[config.mk]
export PLATFORM = sky130hd
export DESIGN_NAME = core_bus_arbiter
export DESIGN_NICKNAME = d
export VERILOG_FILES = /design/src/rtl/core_bus_arbiter.sv
export SDC_FILE = /design/constraint.sdc
export NUM_CORES = 1
export LEC_CHECK = 0
export ABC_AREA = 0
export BUFFER_PORTS_ARGS = -buffer_cell sky130_fd_sc_hd__buf_2
export CORE_ASPECT_RATIO = 1.25
export CORE_UTILIZATION = 53
export DETAILED_ROUTE_END_ITERATION = 8
export GPL_TIMING_DRIVEN = 0
export PLACE_DENSITY = 0.85
export SETUP_SLACK_MARGIN = 0.05
export SLEW_MARGIN = 10
export SYNTH_ARGS = -nofsm -noshare
export SYNTH_HDL_FRONTEND = slang
export SYNTH_SLANG_ARGS = --single-unit
[constraint.sdc]
create_clock -name clk -period 6.2 [get_ports clk]
set_input_delay 0.93 -clock clk [delete_from_list [all_inputs] [get_ports clk]]
set_output_delay 0.93 -clock clk [all_outputs]
set_load 0.1 [all_outputs]
[src/rtl/core_bus_arbiter.sv]
// core_bus_arbiter
// Shares the single core bus master port between the instruction-fetch port and
// the data (load/store) port. Each port can hold one outstanding request. The bus
// is granted by priority (data first) with an anti-starvation streak limit for
// fetches. Bus request fields stay stable from bus_start until bus_ready.
// Completions are routed back combinationally to the owning port, and an
// in-flight fetch can be flushed so that its completion is swallowed.
module core_bus_arbiter #(
    parameter int MAX_DATA_STREAK = 4
) (
    input  logic        clk,
    input  logic        rst_n,

    input  logic        insn_start,
    input  logic [29:0] insn_addr,
    input  logic        insn_flush,
    output logic        insn_ready,
    output logic [31:0] insn_data_rd,

    input  logic        data_start,
    input  logic        data_write,
    input  logic [29:0] data_addr,
    input  logic [31:0] data_data_wr,
    input  logic [3:0]  data_data_be,
    output logic        data_ready,
    output logic [31:0] data_data_rd,

    output logic        bus_start,
    output logic [29:0] bus_addr,
    output logic        bus_write,
    output logic [31:0] bus_data_wr,
    output logic [3:0]  bus_data_be,
    input  logic        bus_ready,
    input  logic [31:0] bus_data_rd
);

    localparam logic [1:0] ST_IDLE      = 2'd0;
    localparam logic [1:0] ST_BUSY_INSN = 2'd1;
    localparam logic [1:0] ST_BUSY_DATA = 2'd2;

    // Streak counter wide enough to hold MAX_DATA_STREAK itself.
    localparam int              SW         = (MAX_DATA_STREAK < 1) ? 1 : $clog2(MAX_DATA_STREAK + 1);
    localparam logic [SW-1:0]   STREAK_MAX = SW'(MAX_DATA_STREAK);
    localparam logic [SW-1:0]   STREAK_ONE = SW'(1);

    // Control state
    logic [1:0]    state;
    logic          pend_insn;
    logic          pend_data;
    logic          drop;
    logic [SW-1:0] streak;

    // Latched request fields for a port that could not be granted immediately
    logic [29:0]   insn_addr_q;
    logic          data_write_q;
    logic [29:0]   data_addr_q;
    logic [31:0]   data_data_wr_q;
    logic [3:0]    data_data_be_q;

    // Decode of the current cycle
    logic busy_insn;
    logic busy_data;
    logic done;
    logic insn_in_flight;
    logic data_in_flight;
    logic insn_accept;
    logic data_accept;
    logic insn_cand;
    logic data_cand;
    logic can_grant;
    logic streak_full;
    logic grant_insn;
    logic grant_data;

    // Request acceptance, candidate set and arbitration decision for this edge.
    always_comb begin
        busy_insn      = (state == ST_BUSY_INSN);
        busy_data      = (state == ST_BUSY_DATA);
        done           = (busy_insn | busy_data) & bus_ready;

        // A port stops being "in flight" in the cycle its completion arrives,
        // so a new start in that cycle can be granted back-to-back. A flushed
        // fetch no longer blocks the fetch port.
        insn_in_flight = busy_insn & ~bus_ready & ~drop;
        data_in_flight = busy_data & ~bus_ready;

        // Flush retires the older fetch, so a start alongside it is always taken.
        insn_accept    = insn_start & (insn_flush | (~pend_insn & ~insn_in_flight));
        data_accept    = data_start & ~pend_data & ~data_in_flight;

        // Start pulses bypass the pending registers.
        insn_cand      = (pend_insn & ~insn_flush) | insn_accept;
        data_cand      = pend_data | data_accept;

        can_grant      = (state == ST_IDLE) | done;
        streak_full    = (streak == STREAK_MAX);

        grant_insn     = can_grant & insn_cand & (~data_cand | streak_full);
        grant_data     = can_grant & data_cand & ~grant_insn;
    end

    // Completion routing back to the owning port; read data is zero when not ready.
    always_comb begin
        insn_ready   = busy_insn & bus_ready & ~drop & ~insn_flush;
        data_ready   = busy_data & bus_ready;
        insn_data_rd = insn_ready ? bus_data_rd : 32'd0;
        data_data_rd = data_ready ? bus_data_rd : 32'd0;
    end

    // Capture request fields of accepted starts; only read while the port is pending.
    always_ff @(posedge clk) begin
        if (insn_accept) begin
            insn_addr_q <= insn_addr;
        end
        if (data_accept) begin
            data_write_q   <= data_write;
            data_addr_q    <= data_addr;
            data_data_wr_q <= data_data_wr;
            data_data_be_q <= data_data_be;
        end
    end

    // FSM, pending flags, anti-starvation streak and flush drop flag.
    always_ff @(posedge clk) begin
        if (!rst_n) begin
            state     <= ST_IDLE;
            pend_insn <= 1'b0;
            pend_data <= 1'b0;
            drop      <= 1'b0;
            streak    <= '0;
        end else begin
            if (grant_insn) begin
                state <= ST_BUSY_INSN;
            end else if (grant_data) begin
                state <= ST_BUSY_DATA;
            end else if (done) begin
                state <= ST_IDLE;
            end

            if (grant_insn) begin
                pend_insn <= 1'b0;
            end else if (insn_accept) begin
                pend_insn <= 1'b1;
            end else if (insn_flush) begin
                pend_insn <= 1'b0;
            end

            if (grant_data) begin
                pend_data <= 1'b0;
            end else if (data_accept) begin
                pend_data <= 1'b1;
            end

            if (grant_insn || !insn_cand) begin
                streak <= '0;
            end else if (grant_data && !streak_full) begin
                streak <= streak + STREAK_ONE;
            end

            // The completion edge of a fetch always retires the drop flag.
            if (busy_insn && bus_ready) begin
                drop <= 1'b0;
            end else if (busy_insn && insn_flush) begin
                drop <= 1'b1;
            end
        end
    end

    // Bus request register: loaded on a grant, held until the next grant.
    always_ff @(posedge clk) begin
        if (!rst_n) begin
            bus_start   <= 1'b0;
            bus_addr    <= 30'd0;
            bus_write   <= 1'b0;
            bus_data_wr <= 32'd0;
            bus_data_be <= 4'd0;
        end else begin
            bus_start <= grant_insn | grant_data;
            if (grant_insn) begin
                bus_addr    <= insn_accept ? insn_addr : insn_addr_q;
                bus_write   <= 1'b0;
                bus_data_wr <= 32'd0;
                bus_data_be <= 4'b1111;
            end else if (grant_data) begin
                bus_addr    <= data_accept ? data_addr    : data_addr_q;
                bus_write   <= data_accept ? data_write   : data_write_q;
                bus_data_wr <= data_accept ? data_data_wr : data_data_wr_q;
                bus_data_be <= data_accept ? data_data_be : data_data_be_q;
            end
        end
    end

endmodule

==> impl_metrics.py <==
metrics = {
    "timing": {
        "relSlewSlack_pct": 24.08,
        "fin_crit_ns": 4.398,
        "tightest_slew_ns": 1.123,
        "setup_violations": 0,
        "min_period_over_period_pct": 70.93,
        "setup_tns_ns": 0,
        "fmax_mhz": 227.4,
        "finalHoldViolCount": 0,
        "holdWs_ns": 0.4478,
        "final.setup_skew_ns": 0.01134,
        "rsz0062_at_grt": "false",
        "slew_violations": 0,
    },
    "power_and_ir_drop": {
        "powerDensity_mw_per_mm2": 494.1,
        "ir_worst_vdd_v": 0.0003026,
        "p_sw_share_pct": 47.24,
        "p_sw_mw": 2.173,
        "p_clk_share_pct": 23.6,
        "leakage_nw": 4.852,
        "p_int_mw": 2.427,
        "seq_power_share_pct": 32.7,
        "p_comb_share_pct": 43.7,
    },
    "min_path": {
        "hp-class": "reg -> reg",
        "whs_path_depth": 2,
    },
    "global_routing": {
        "overflow": 0,
        "grt_max_degree": 17,
        "grtUsageTotal_pct": 30.03,
        "grt_pass1_wl_um": 33330,
        "grt_pass1_vias": 6715,
        "antenna_found_initial": 1,
    },
    "synth": {
        "synth_edf_count": 0,
        "synthCells": 771,
        "yosysMostFrequentCell": "dfxtp_1",
        "synth_warnings": 0,
        "synth_area_leaders": "dfxtp_1 (48%), nand2_1 (5.9%), and3_1 (5.6%), mux2i_1 (4.2%), a311oi_1 (4.0%)",
        "yosys.area.top_type": "dfxtp_1",
        "synth_seq_cells": 173,
        "avgSynthCellArea_sq_um": 9.284,
        "syn_area_sq_mm": 0.007158,
        "synth_ff_type": "dfxtp_1",
        "synth.top_cell.area_share_pct": 48.38,
        "ys_async_sr_fraction_pct": 0,
        "ys_seq_area_share_pct": 48.38,
        "synth_common_cells": "dfxtp_1 (173), nand2_1 (113), and3_1 (64)",
        "syn-num-nets": 911,
        "synth_cell_types": 41,
    },
    "worst_setup_path": {
        "rr_startpoint": "state[0]",
        "path_depth": 6,
        "ff2ff_path_depth": 9,
        "cp_cell_sequence": "buf_2, clkbuf_1, nor4bb_1, clkbuf_1, and2_1, buf_2",
        "worst-path-max-fanout": 10,
        "critPathLaunchType": "input pin",
        "endpoint_kind": "primary output",
        "crit_arrival_ns": 3.47,
        "crit_start": "bus_ready",
        "reg2reg_to": "bus_addr[25]",
        "path_class": "in -> out",
        "critPathCapture": "insn_data_rd[8]",
        "slowest_stage": "nor4bb_1",
        "cp_top_family": "buffers and inverters",
        "cp.buffers_inverters": 4,
        "critPathMaxStageDelay_ns": 0.94,
        "cp.required_ns": 5.27,
        "r2r_slack_ns": 3.19,
    },
    "die": {
        "core_region_area_sq_mm": 0.01323,
        "ios": 269,
        "die-area_sq_mm": 0.01398,
        "num_rows": 47,
        "die_w_um": 105.9,
        "start_util_pct": 54.10,
        "dieHeight_um": 131.9,
    },
    "clock_tree": {
        "cts_tree": "built",
        "cts_setup_buffers": 0,
        "root_buffer": "clkbuf_16",
        "cts_buffer_depth": 2,
        "cts_hold_buf": 0,
        "clock_latency_ns": 0.43,
        "h-tree-depth": 4,
        "numClockSinks": 173,
        "post_cts_resized": 0,
        "cts_buffers": 17,
        "clk_pin_slew_worst_paths_ns": 0.07,
    },
    "status": {
        "status": "completed",
    },
    "detailed_routing": {
        "ant_nets": 0,
        "drc": 0,
        "wirelength_um": 21220,
        "wire_per_inst_um": 17.09,
        "dr_total_vias": 7077,
        "drt-initial-drc-count": 482,
        "firstDrtPassIters": 5,
        "viasPerCell": 5.698,
    },
    "placed_design": {
        "io_buffers": 268,
        "routabilityCongestion": 0.8353,
        "dp_hpwl_um": 15750,
    },
    "flow_run": {
        "max_cap_violations": 0,
    },
    "finish": {
        "n_antenna_cell": 0,
        "drive_above_1_share_pct": 30.16,
        "areaGrowthSynthToFinish_pct": 30.08,
        "nNetsFinal": 1198,
        "fin_util_pct": 70.37,
    },
}
[power groups by stage]
stage / logic, mW / clock network (mW) / registers (mW)
after detailed placement: 2.00 / 0 / 1.52
after global placement: 1.97 / 0 / 1.51
after floorplan: 0.765 / 0 / 2.36
after global routing: 2.11 / 1.13 / 1.53
after CTS: 2.01 / 1.09 / 1.50
final: 2.01 / 1.09 / 1.50
[flip-flops by register name, summed over array words and instances (netlist names)]
register / cells
bus_write: 1
data_data_be_q: 4
bus_data_be: 4
bus_start: 1
data_addr_q: 30
data_write_q: 1
drop: 1
streak: 3
pend_data: 1
bus_addr: 30
insn_addr_q: 30
data_data_wr_q: 32
pend_insn: 1
state: 2
bus_data_wr: 32
[layer usage]
layer  share of wire (%)  wire length [um]  global-route usage [%]
met5                   0                 0                       0
met4                 2.3               498                   10.42
met3                 7.0              1482                   7.365
met2                  49             10320                   50.36
met1                  42              8923                   37.46
[cell usage in the layout (no fill, tap or decap), types with 2 or more instances in the layout]
master,netlist,routed
buf_2,11,279
dfxtp_1,173,173
nand2_1,113,113
and3_1,64,64
clkbuf_1,51,53
a21oi_1,38,38
inv_1,34,34
and2_1,34,34
a21o_1,33,33
a31oi_1,33,33
a311oi_1,33,33
mux2i_1,30,30
a2111oi_0,30,30
o32ai_1,30,30
clkbuf_16,0,17
buf_6,9,9
o21ai_0,6,6
nand3_1,5,5
ha_1,5,5
nor2_1,4,4
a21boi_0,4,4
a211oi_1,4,4
o31a_1,4,4
clkinvlp_4,0,3
inv_8,0,3
nor2b_1,2,2
nand2b_1,2,2
buf_1,2,2
nand4_1,2,2
clkinv_4,0,2
bufinv_16,0,2
inv_6,0,2
[layout make-up]
class                   instances  area, sq um
plain buffers                  74        362.8
clock buffers                  20        446.7
clock inverters                12        151.4
fillers                      1100         3920
inverters                      34        127.6
multi-input cells             490         3204
flip-flops and latches        173         3463
well taps                     171        214.0
repair buffers                268         1341
[stage by stage]
stage          instance area, sq um  worst slack [ns]  instances  power [mW]
6_report                       9311             1.802       1242       4.601
5_1_grt                        9311             1.569       1242       4.773
4_1_cts                        9311             1.835       1242       4.591
3_5_place_dp                   8713             1.843       1210       3.516
3_3_place_gp                   8713             1.826       1210       3.478
2_1_floorplan                  7158             1.760        771       3.124
[worst min path at each step]
stage,from,to,slack [ns]
after global placement,data_data_wr_q[7],data_data_wr_q[7],0.43
after CTS,data_addr_q[0],data_addr_q[0],0.45
after detailed placement,data_data_wr_q[7],data_data_wr_q[7],0.43
after global routing,data_data_wr_q[24],data_data_wr_q[24],0.46
final,data_data_wr_q[27],data_data_wr_q[27],0.45
after floorplan,data_data_wr_q[0],data_data_wr_q[0],0.42
[cells by family (layout without fill, tap and decap cells)]
family          Yosys count  count (layout)  synth area share [%]
simple gates            234             234                 16.48
compound gates          221             221                 23.21
flops                   173             173                 48.38
buf+inv                 108             408                 6.852
mux                      30              30                 4.195
fa+ha+maj                 5               5                0.8740
[worst reg2reg max path, stage by stage, from the launching register on]
cell and delay, ns:
dfxtp_1 0.36, inv_1 0.07, ha_1 0.35, nand2b_1 0.13, clkbuf_1 0.34, nand2_1 0.14, clkbuf_1 0.31, buf_2 0.29
a2111oi_0 0.72, o32ai_1 0.14
Power figures use the tool's default switching activity.
